==> src/rtl/da_gain_pipe.sv <==
// Amplitude-scaling stage: sine sample x calibration x gain, /100, shift, offset, clamp.
// Gain/cal updates are deferred to a rising zero crossing (or a timeout) to avoid mid-cycle steps.
module da_gain_pipe #(
    parameter int SHIFT       = 10,
    parameter int UPD_TIMEOUT = 4096,
    parameter int GAIN_RST    = 10,
    parameter int CAL_RST     = 1024
) (
    input  logic        clk,
    input  logic        rst,
    input  logic [9:0]  sample_in,
    input  logic        sample_valid,
    input  logic [4:0]  gain_in,
    input  logic [10:0] cal_in,
    input  logic        mute,
    output logic [9:0]  dac_code,
    output logic        dac_valid,
    output logic        sat,
    output logic        upd_done
);

    localparam int TW = (UPD_TIMEOUT > 1) ? $clog2(UPD_TIMEOUT) : 1;

    typedef enum logic {IDLE, PEND} upd_state_t;

    upd_state_t    state;
    logic [4:0]    gain_act, gain_sh, gain_use, g1;
    logic [10:0]   cal_act, cal_sh, cal_use;
    logic [TW-1:0] timer;
    logic          prev_neg;
    logic          req_diff, crossing, timeout, apply;

    logic               v1, v2;
    logic signed [21:0] p1, p1_next;
    logic signed [25:0] p2, p2_next;
    logic signed [25:0] q, r;
    logic signed [26:0] v;
    logic [9:0]         code_next;
    logic               sat_next;

    // A crossing or timeout sample is scaled by the pair that becomes active on the same edge.
    always_comb begin
        req_diff = {gain_in, cal_in} != {gain_act, cal_act};
        crossing = sample_valid && !sample_in[9] && prev_neg;
        timeout  = timer == TW'(UPD_TIMEOUT - 1);
        apply    = (state == PEND) && req_diff && (crossing || timeout);
        gain_use = apply ? gain_sh : gain_act;
        cal_use  = apply ? cal_sh : cal_act;
    end

    always_ff @(posedge clk) begin
        if (rst) begin
            state    <= IDLE;
            gain_act <= 5'(GAIN_RST);
            cal_act  <= 11'(CAL_RST);
            gain_sh  <= '0;
            cal_sh   <= '0;
            timer    <= '0;
            prev_neg <= 1'b0;
            upd_done <= 1'b0;
        end else begin
            upd_done <= 1'b0;
            if (sample_valid) prev_neg <= sample_in[9];
            case (state)
                IDLE: begin
                    if (req_diff) begin
                        gain_sh <= gain_in;
                        cal_sh  <= cal_in;
                        timer   <= '0;
                        state   <= PEND;
                    end
                end
                PEND: begin
                    if (!req_diff) begin
                        state <= IDLE;
                    end else if (apply) begin
                        gain_act <= gain_sh;
                        cal_act  <= cal_sh;
                        upd_done <= 1'b1;
                        state    <= IDLE;
                    end else begin
                        gain_sh <= gain_in;
                        cal_sh  <= cal_in;
                        timer   <= timer + TW'(1);
                    end
                end
                default: state <= IDLE;
            endcase
        end
    end

    always_comb begin
        // NOTE: every output of this block is assigned on all paths, so no latch is inferred.
        p1_next   = 22'($signed(sample_in)) * 22'($signed({1'b0, cal_use}));
        p2_next   = 26'(p1) * 26'($signed({1'b0, g1}));
        q         = p2 / 26'sd100;
        r         = q >>> SHIFT;
        v         = 27'(r) + 27'sd512;
        code_next = v[9:0];
        sat_next  = 1'b0;
        if (v < 27'sd0) begin
            code_next = 10'd0;
            sat_next  = 1'b1;
        end else if (v > 27'sd1023) begin
            code_next = 10'd1023;
            sat_next  = 1'b1;
        end
        if (mute) begin
            code_next = 10'd512;
            sat_next  = 1'b0;
        end
    end

    // NOTE: datapath registers carry no reset; the valid bits alone decide whether they are used.
    always_ff @(posedge clk) begin
        if (sample_valid) begin
            p1 <= p1_next;
            g1 <= gain_use;
        end
        if (v1) p2 <= p2_next;
    end

    always_ff @(posedge clk) begin
        if (rst) begin
            v1        <= 1'b0;
            v2        <= 1'b0;
            dac_valid <= 1'b0;
            sat       <= 1'b0;
            dac_code  <= 10'd512;
        end else begin
            v1        <= sample_valid;
            v2        <= v1;
            dac_valid <= v2;
            sat       <= v2 && sat_next;
            if (v2) dac_code <= code_next;
        end
    end

endmodule

==> config.mk <==
export PLATFORM = sky130hd
export DESIGN_NAME = da_gain_pipe
export DESIGN_NICKNAME = d
export VERILOG_FILES = /design/src/rtl/da_gain_pipe.sv
export SDC_FILE = /design/constraint.sdc
export NUM_CORES = 1
export LEC_CHECK = 0
export BUFFER_PORTS_ARGS = -buffer_cell sky130_fd_sc_hd__buf_2
export CAP_MARGIN = 20
export CORE_MARGIN = 1
export CORE_UTILIZATION = 42
export DETAILED_ROUTE_END_ITERATION = 8
export SYNTH_ARGS = -nofsm -noshare
export SYNTH_HDL_FRONTEND = slang
export SYNTH_SLANG_ARGS = --single-unit
==> constraint.sdc <==
create_clock -name clk -period 26.7 [get_ports clk]
set_clock_uncertainty 0.1 [all_clocks]
set_input_delay 2.67 -clock clk [delete_from_list [all_inputs] [get_ports clk]]
set_output_delay 2.67 -clock clk [all_outputs]
set_load 0.05 [all_outputs]
==> results.toml, run 1 <==
[worst_setup_path]
critPathMaxFanout = 13
start_kind = "flip-flop"
reg2reg_slack_ns = 10.04
critPathKind = "flip-flop to flip-flop"
slowest_delay_ns = 0.68
cp.arrival_ns = 16.85
crit_top_cell = "a21oi_1"
critical-path-top-delay-family = "compound AO/OA/AOI/OAI gates"
worstPathRequired_ns = 26.88
crit_buf_inv = 1
r2r_cells = 52
cp_slowest_cell = "xnor2_1"
crit_path_end_kind = "flip-flop"
cp.depth = 52

[synthesis]
synth_nets = 2175
synthMuxAreaShare = 0.03549
synth_compound_area_frac = 0.2162
synth_fa_ha_area_frac = 0.2550
yosys_warnings = 0
netlist_area_sq_um = 16610
yosysUniqueCellTypes = 133
synth_top_family_by_area = "adder cells"
synthXorXnorAreaFrac = 0.06766
ys_seq_area_frac = 0.1694
synth_top_area_frac = 0.1627
syn_inst = 1890
synth-main-ff-cell = "dfxtp_1"
synthSimpleGateAreaFrac = 0.2000
ys_ff_latch = 114
ys_top_cells_by_area = "fa_1 16%, edfxtp_1 9.6%, ha_1 9.0%"
syn_area_per_cell_sq_um = 8.786
ys_async_sr_fraction = 0
synth_edf_count = 53
yosysTopAreaCell = "fa_1"

[cts]
cts_hold_buf = 0
clk_latency_ns = 0.42
numCtsBuffers = 17
cts.sinks = 114
max-clock-path-buffers = 2
postCtsResizedCells = 0
clk_pin_slew_ns = 0.06
cts_tree = "yes"
root_buffer = "clkbuf_16"
cts_max_level = 4
post_cts_buffers = 0

[sta]
fin_setup_tns_ns = 0
fmax_mhz = 60.02
period_needed_ns = 16.66
slew_headroom = 0.2307
hold_violations = 0
fin_crit_sh = 0.6241
worst_pin_slew_ns = 1.146
slew_violations = 0
finalSetupViolations = 0
rsz0062_at_grt = "no"

[run]
drv_cap = 0

[routing]
dr.pass1.iters = 7
ant_nets = 0
drc = 0
dr_total_vias = 13770
routed_wl_um = 40380
routed_via_density = 5.671
wl_per_cell_um = 16.63
drt_iter0_markers = 737

[placed_design]
dp_cells = 2394
gp_congestion = 0.9101
portBuffers = 42
dpl_cell_area_sq_um = 17260
dp_hpwl_um = 32160

[floorplan]
die_y_um = 200.8
coreArea_sq_um = 38830
num_rows = 72
die_area_sq_um = 40340
die_x_um = 200.8
start_util = 0.4277
io_pins = 43

[cells_and_area]
drive_gt1_frac = 0.1084
fin_area_sq_um = 17900
mostFrequentLayoutCell = "nand2_1"
layout_common_cells = "187 x nand2_1, 172 x inv_1, 135 x fa_1, 121 x nor2_1, 120 x ha_1"
fillers = 3753
nets = 2182
syn2layout_area_growth_pct = 7.791
diodes = 0
final_cells = 2428

[global_routing]
grt.total_usage = 0.2005
grt_max_degree = 63
antenna_found_initial = 0
grt_pass1_vias = 13591
grt_pass1_wl_um = 67670
grt_overflow = 0

[worst_hold_path]
min_path_type = "flip-flop to flip-flop"
holdPathStages = 2

[outcome]
status = "complete, no violations"
==> synthesized netlist by cell type (all sizes together) (24+ instances only) <==
| master | instances |
|---|---|
| a21oi | 97 |
| and2 | 99 |
| clkbuf | 51 |
| dfxtp | 61 |
| edfxtp | 53 |
| fa | 135 |
| ha | 120 |
| inv | 172 |
| mux2i | 34 |
| nand2 | 188 |
| nand3 | 32 |
| nor2 | 125 |
| nor2b | 26 |
| nor3 | 33 |
| nor4 | 24 |
| o21ai | 83 |
| o21bai | 34 |
| o31ai | 24 |
| xnor2 | 84 |
| xor2 | 40 |
==> routing by layer <==
layer | vias to the layer above | global-route usage | share of wire
li1 | 6706 | - | -
met1 | 6710 | 0.2534 | 0.45
met2 | 316 | 0.3662 | 0.51
met3 | 38 | 0.01834 | 0.032
met4 | 0 | 0.04771 | 0.012
met5 | - | 0 | 0
==> metrics by stage <==
step / setup WS, ns / utilization / hold slack [ns]
final: 10.04 / 0.4610 / 0.3682
after global routing: 8.843 / 0.4610 / 0.3986
after CTS: 10.25 / 0.4598 / 0.3702
after detailed placement: 10.27 / 0.4445 / 0.3592
after global placement: 10.42 / 0.4443 / 0.3565
after floorplan: 12.79 / - / 0.3561
==> state kept, by name, summed over array words and instances, names as in the netlist <==
register	flops
prev_neg	1
gain_sh	5
v2	1
timer	12
dac_code	10
upd_done	1
v1	1
p1	22
cal_act	11
g1	5
cal_sh	11
p2	26
state	1
sat	1
dac_valid	1
gain_act	5
==> worst register-to-register path: cells and delay by family (launching register included) <==
kind | cells | cell delay [ns]
AOI/OAI and AO/OA | 27 | 8.53
xor gates and xnor gates | 3 | 1.67
adders and majority gates | 3 | 0.80
buffers and inverters | 1 | 0.08
DFF | 1 | 0.41
muxes | 3 | 1.43
and+or+nand+nor | 15 | 3.51
==> kinds of logic after synthesis <==
group	after synthesis
flip-flops	114
AND/OR/NAND/NOR	639
adder cells (fa/ha/maj)	258
buffers and inverters	239
XOR/XNOR	124
multiplexers	54
AO/OA/AOI/OAI	462
==> cell type report <==
| cell class | instances | area [sq um] | share of cell area |
|---|---|---|---|
| Timing Repair Buffer | 55 | 340.3 | 0.01901 |
| Clock inverter | 9 | 61.31 | 0.003425 |
| Clock buffer | 23 | 531.8 | 0.02971 |
| Sequential cell | 114 | 2813 | 0.1571 |
| Inverter | 172 | 645.6 | 0.03607 |
| Tap cell | 518 | 648.1 | 0.03621 |
| Multi-Input combinational cell | 1537 | 12860 | 0.7184 |
==> final timing paths <==
check | start | to
worst min-delay path | dac_code[5] | dac_code[5]
worst max-delay path | p2[0] | dac_code[0]
worst max register to register | p2[0] | dac_code[0]
worst min register to register | dac_code[5] | dac_code[5]
Power of run 1 is left out: the tool's default activity adds up to more than one toggle a clock period on the data nets, which glitch-free logic cannot reach.
==> inputs of run 2 (changes only) <==
==> constraint.sdc (replaced) <==
create_clock -name clk -period 16.3 [get_ports clk]
set_clock_uncertainty 0.1 [all_clocks]
set_input_delay 1.63 -clock clk [delete_from_list [all_inputs] [get_ports clk]]
set_output_delay 1.63 -clock clk [all_outputs]
set_load 0.05 [all_outputs]
==> run 2 against run 1 <==
Compared with the run above: non-clock buffer count is 22 higher; critical path depth is 1 higher; setup slack worse by 9.2 ns; fmax is 8.1% higher; die area stayed put; design area is 1.8% higher; count of clock-buffer cells in the layout is 5 lower; cell count is 0.91% higher; register-to-register slack worse by 9.2 ns; largest cell class unchanged.
==> results.toml, run 2 (synthesized netlist as in run 1, its figures left out) <==
[outcome]
status = "complete, no violations"

[cells_and_area]
final_cells = 2450
diodes = 0
syn2layout_area_growth_pct = 9.727
largest_register_ffs = 26
drive_gt1_frac = 0.1335
reg_top3 = "p2 x26, p1 x22, timer x12"
nets = 2204
multi_input_area_sq_um = 13060
regArea_sq_um = 2813
mostFrequentLayoutCell = "nand2_1"
regMostFlops = "p2"
fillers = 3739
layout_common_cells = "186 x nand2_1, 172 x inv_1, 135 x fa_1, 120 x nor2_1, 120 x ha_1"

[cts]
cts_tree = "yes"
max-clock-path-buffers = 2
root_buffer = "clkbuf_16"
cts_hold_buf = 0
clk_pin_slew_ns = 0.06
clk_latency_ns = 0.42
cts.sinks = 114
cts_max_level = 4
numCtsBuffers = 17

[global_routing]
antenna_found_initial = 0
grt_pass1_wl_um = 67620
grt_pass1_vias = 13880
grt_max_degree = 63
grt_overflow = 0
grt.total_usage = 0.1994

[floorplan]
start_util = 0.4277
die_x_um = 200.8
io_pins = 43
die_area_sq_um = 40340
coreArea_sq_um = 38830
die_y_um = 200.8
num_rows = 72

[sta]
hold_slack_ns = 0.3661
fin_setup_tns_ns = 0
hold_violations = 0
worst_pin_slew_ns = 1.012
finalSetupViolations = 0
fmax_mhz = 64.86
slew_headroom = 0.3233
slew_violations = 0
fin_crit_sh = 0.9458
period_needed_ns = 15.42

[worst_setup_path]
r2r_end = "dac_code[0]"
worstReg2RegStart = "p2[0]"
crit_end = "dac_code[0]"
crit_path_end_kind = "flip-flop"
reg2reg_slack_ns = 0.88
worstPathRequired_ns = 16.50
critPathMaxFanout = 14
cp.arrival_ns = 15.62
startpoint = "p2[0]"
r2r_cells = 53
start_kind = "flip-flop"
critPathKind = "flip-flop to flip-flop"
slowest_delay_ns = 0.65
cp_slowest_cell = "or4_1"

[routing]
wl_per_cell_um = 16.30
dr.pass1.iters = 5
drt_iter0_markers = 656
drc = 0
routed_wl_um = 39930
routed_via_density = 5.618
dr_total_vias = 13763
ant_nets = 0

[run]
drv_cap = 0

[placed_design]
dp_hpwl_um = 31650
portBuffers = 42
dp_cells = 2404
gp_congestion = 0.9147

[worst_hold_path]
min_path_type = "flip-flop to flip-flop"
==> run 2: changes by cell type in the layout (fill, tap and decap cells not counted), sizes merged <==
cell	before	now
clkinv	4	9
clkbuf	23	18
inv	177	176
buf	55	77
clkinvlp	0	1
==> run 2: worst min-delay path by stage <==
| stage | from | slack (ns) | endpoint | cells past startpoint |
|---|---|---|---|---|
| 3_3_place_gp | dac_code[3] | 0.36 | dac_code[3] | 2 |
| 3_5_place_dp | dac_code[7] | 0.36 | dac_code[7] | 2 |
| 2_1_floorplan | cal_sh[10] | 0.36 | cal_sh[10] | 2 |
| 5_1_grt | dac_code[5] | 0.40 | dac_code[5] | 2 |
| 6_report | dac_code[7] | 0.37 | dac_code[7] | 2 |
| 4_1_cts | dac_code[7] | 0.37 | dac_code[7] | 2 |
==> run 2: area by class of cell <==
class	instances	share of cell area
multi-input cells	1537	0.7169
flip-flops and latches	114	0.1544
well taps	518	0.03557
inverters	172	0.03543
repair buffers	77	0.02774
clock buffers	18	0.02410
clock inverters	14	0.005905
==> run 2: what timing repair did <==
action                     in CTS  in global routing
setup endpoints to repair       0                 11
setup buffers                   0                 12
resized for setup               0                 37
==> run 2: worst max-delay path: cells and delay by family (launching register included) <==
kind | cells | cell delay [ns]
compound gates | 33 | 9.19
simple gates | 13 | 3.92
fa+ha+maj | 3 | 0.75
mux | 1 | 0.44
buf+inv | 3 | 0.43
flops | 1 | 0.41
==> run 2: per-layer routing <==
layer / vias up / track usage / routed length, um
li1: 6750 / - / -
met4: 0 / 0.05207 / 677
met3: 55 / 0.01721 / 926
met1: 6710 / 0.2534 / 18150
met2: 248 / 0.3609 / 20180
met5: - / 0 / 0
==> run 2: per-stage QoR <==
stage	worst slack (ns)	util	area (sq um)
floorplan	2.390	-	16610
global placement	0.4151	0.4464	17330
detailed placement	0.02980	0.4464	17330
CTS	0.04765	0.4605	17880
global route	-0.04345	0.4693	18220
finish	0.8828	0.4693	18220
Power of run 2 is left out for the same reason.
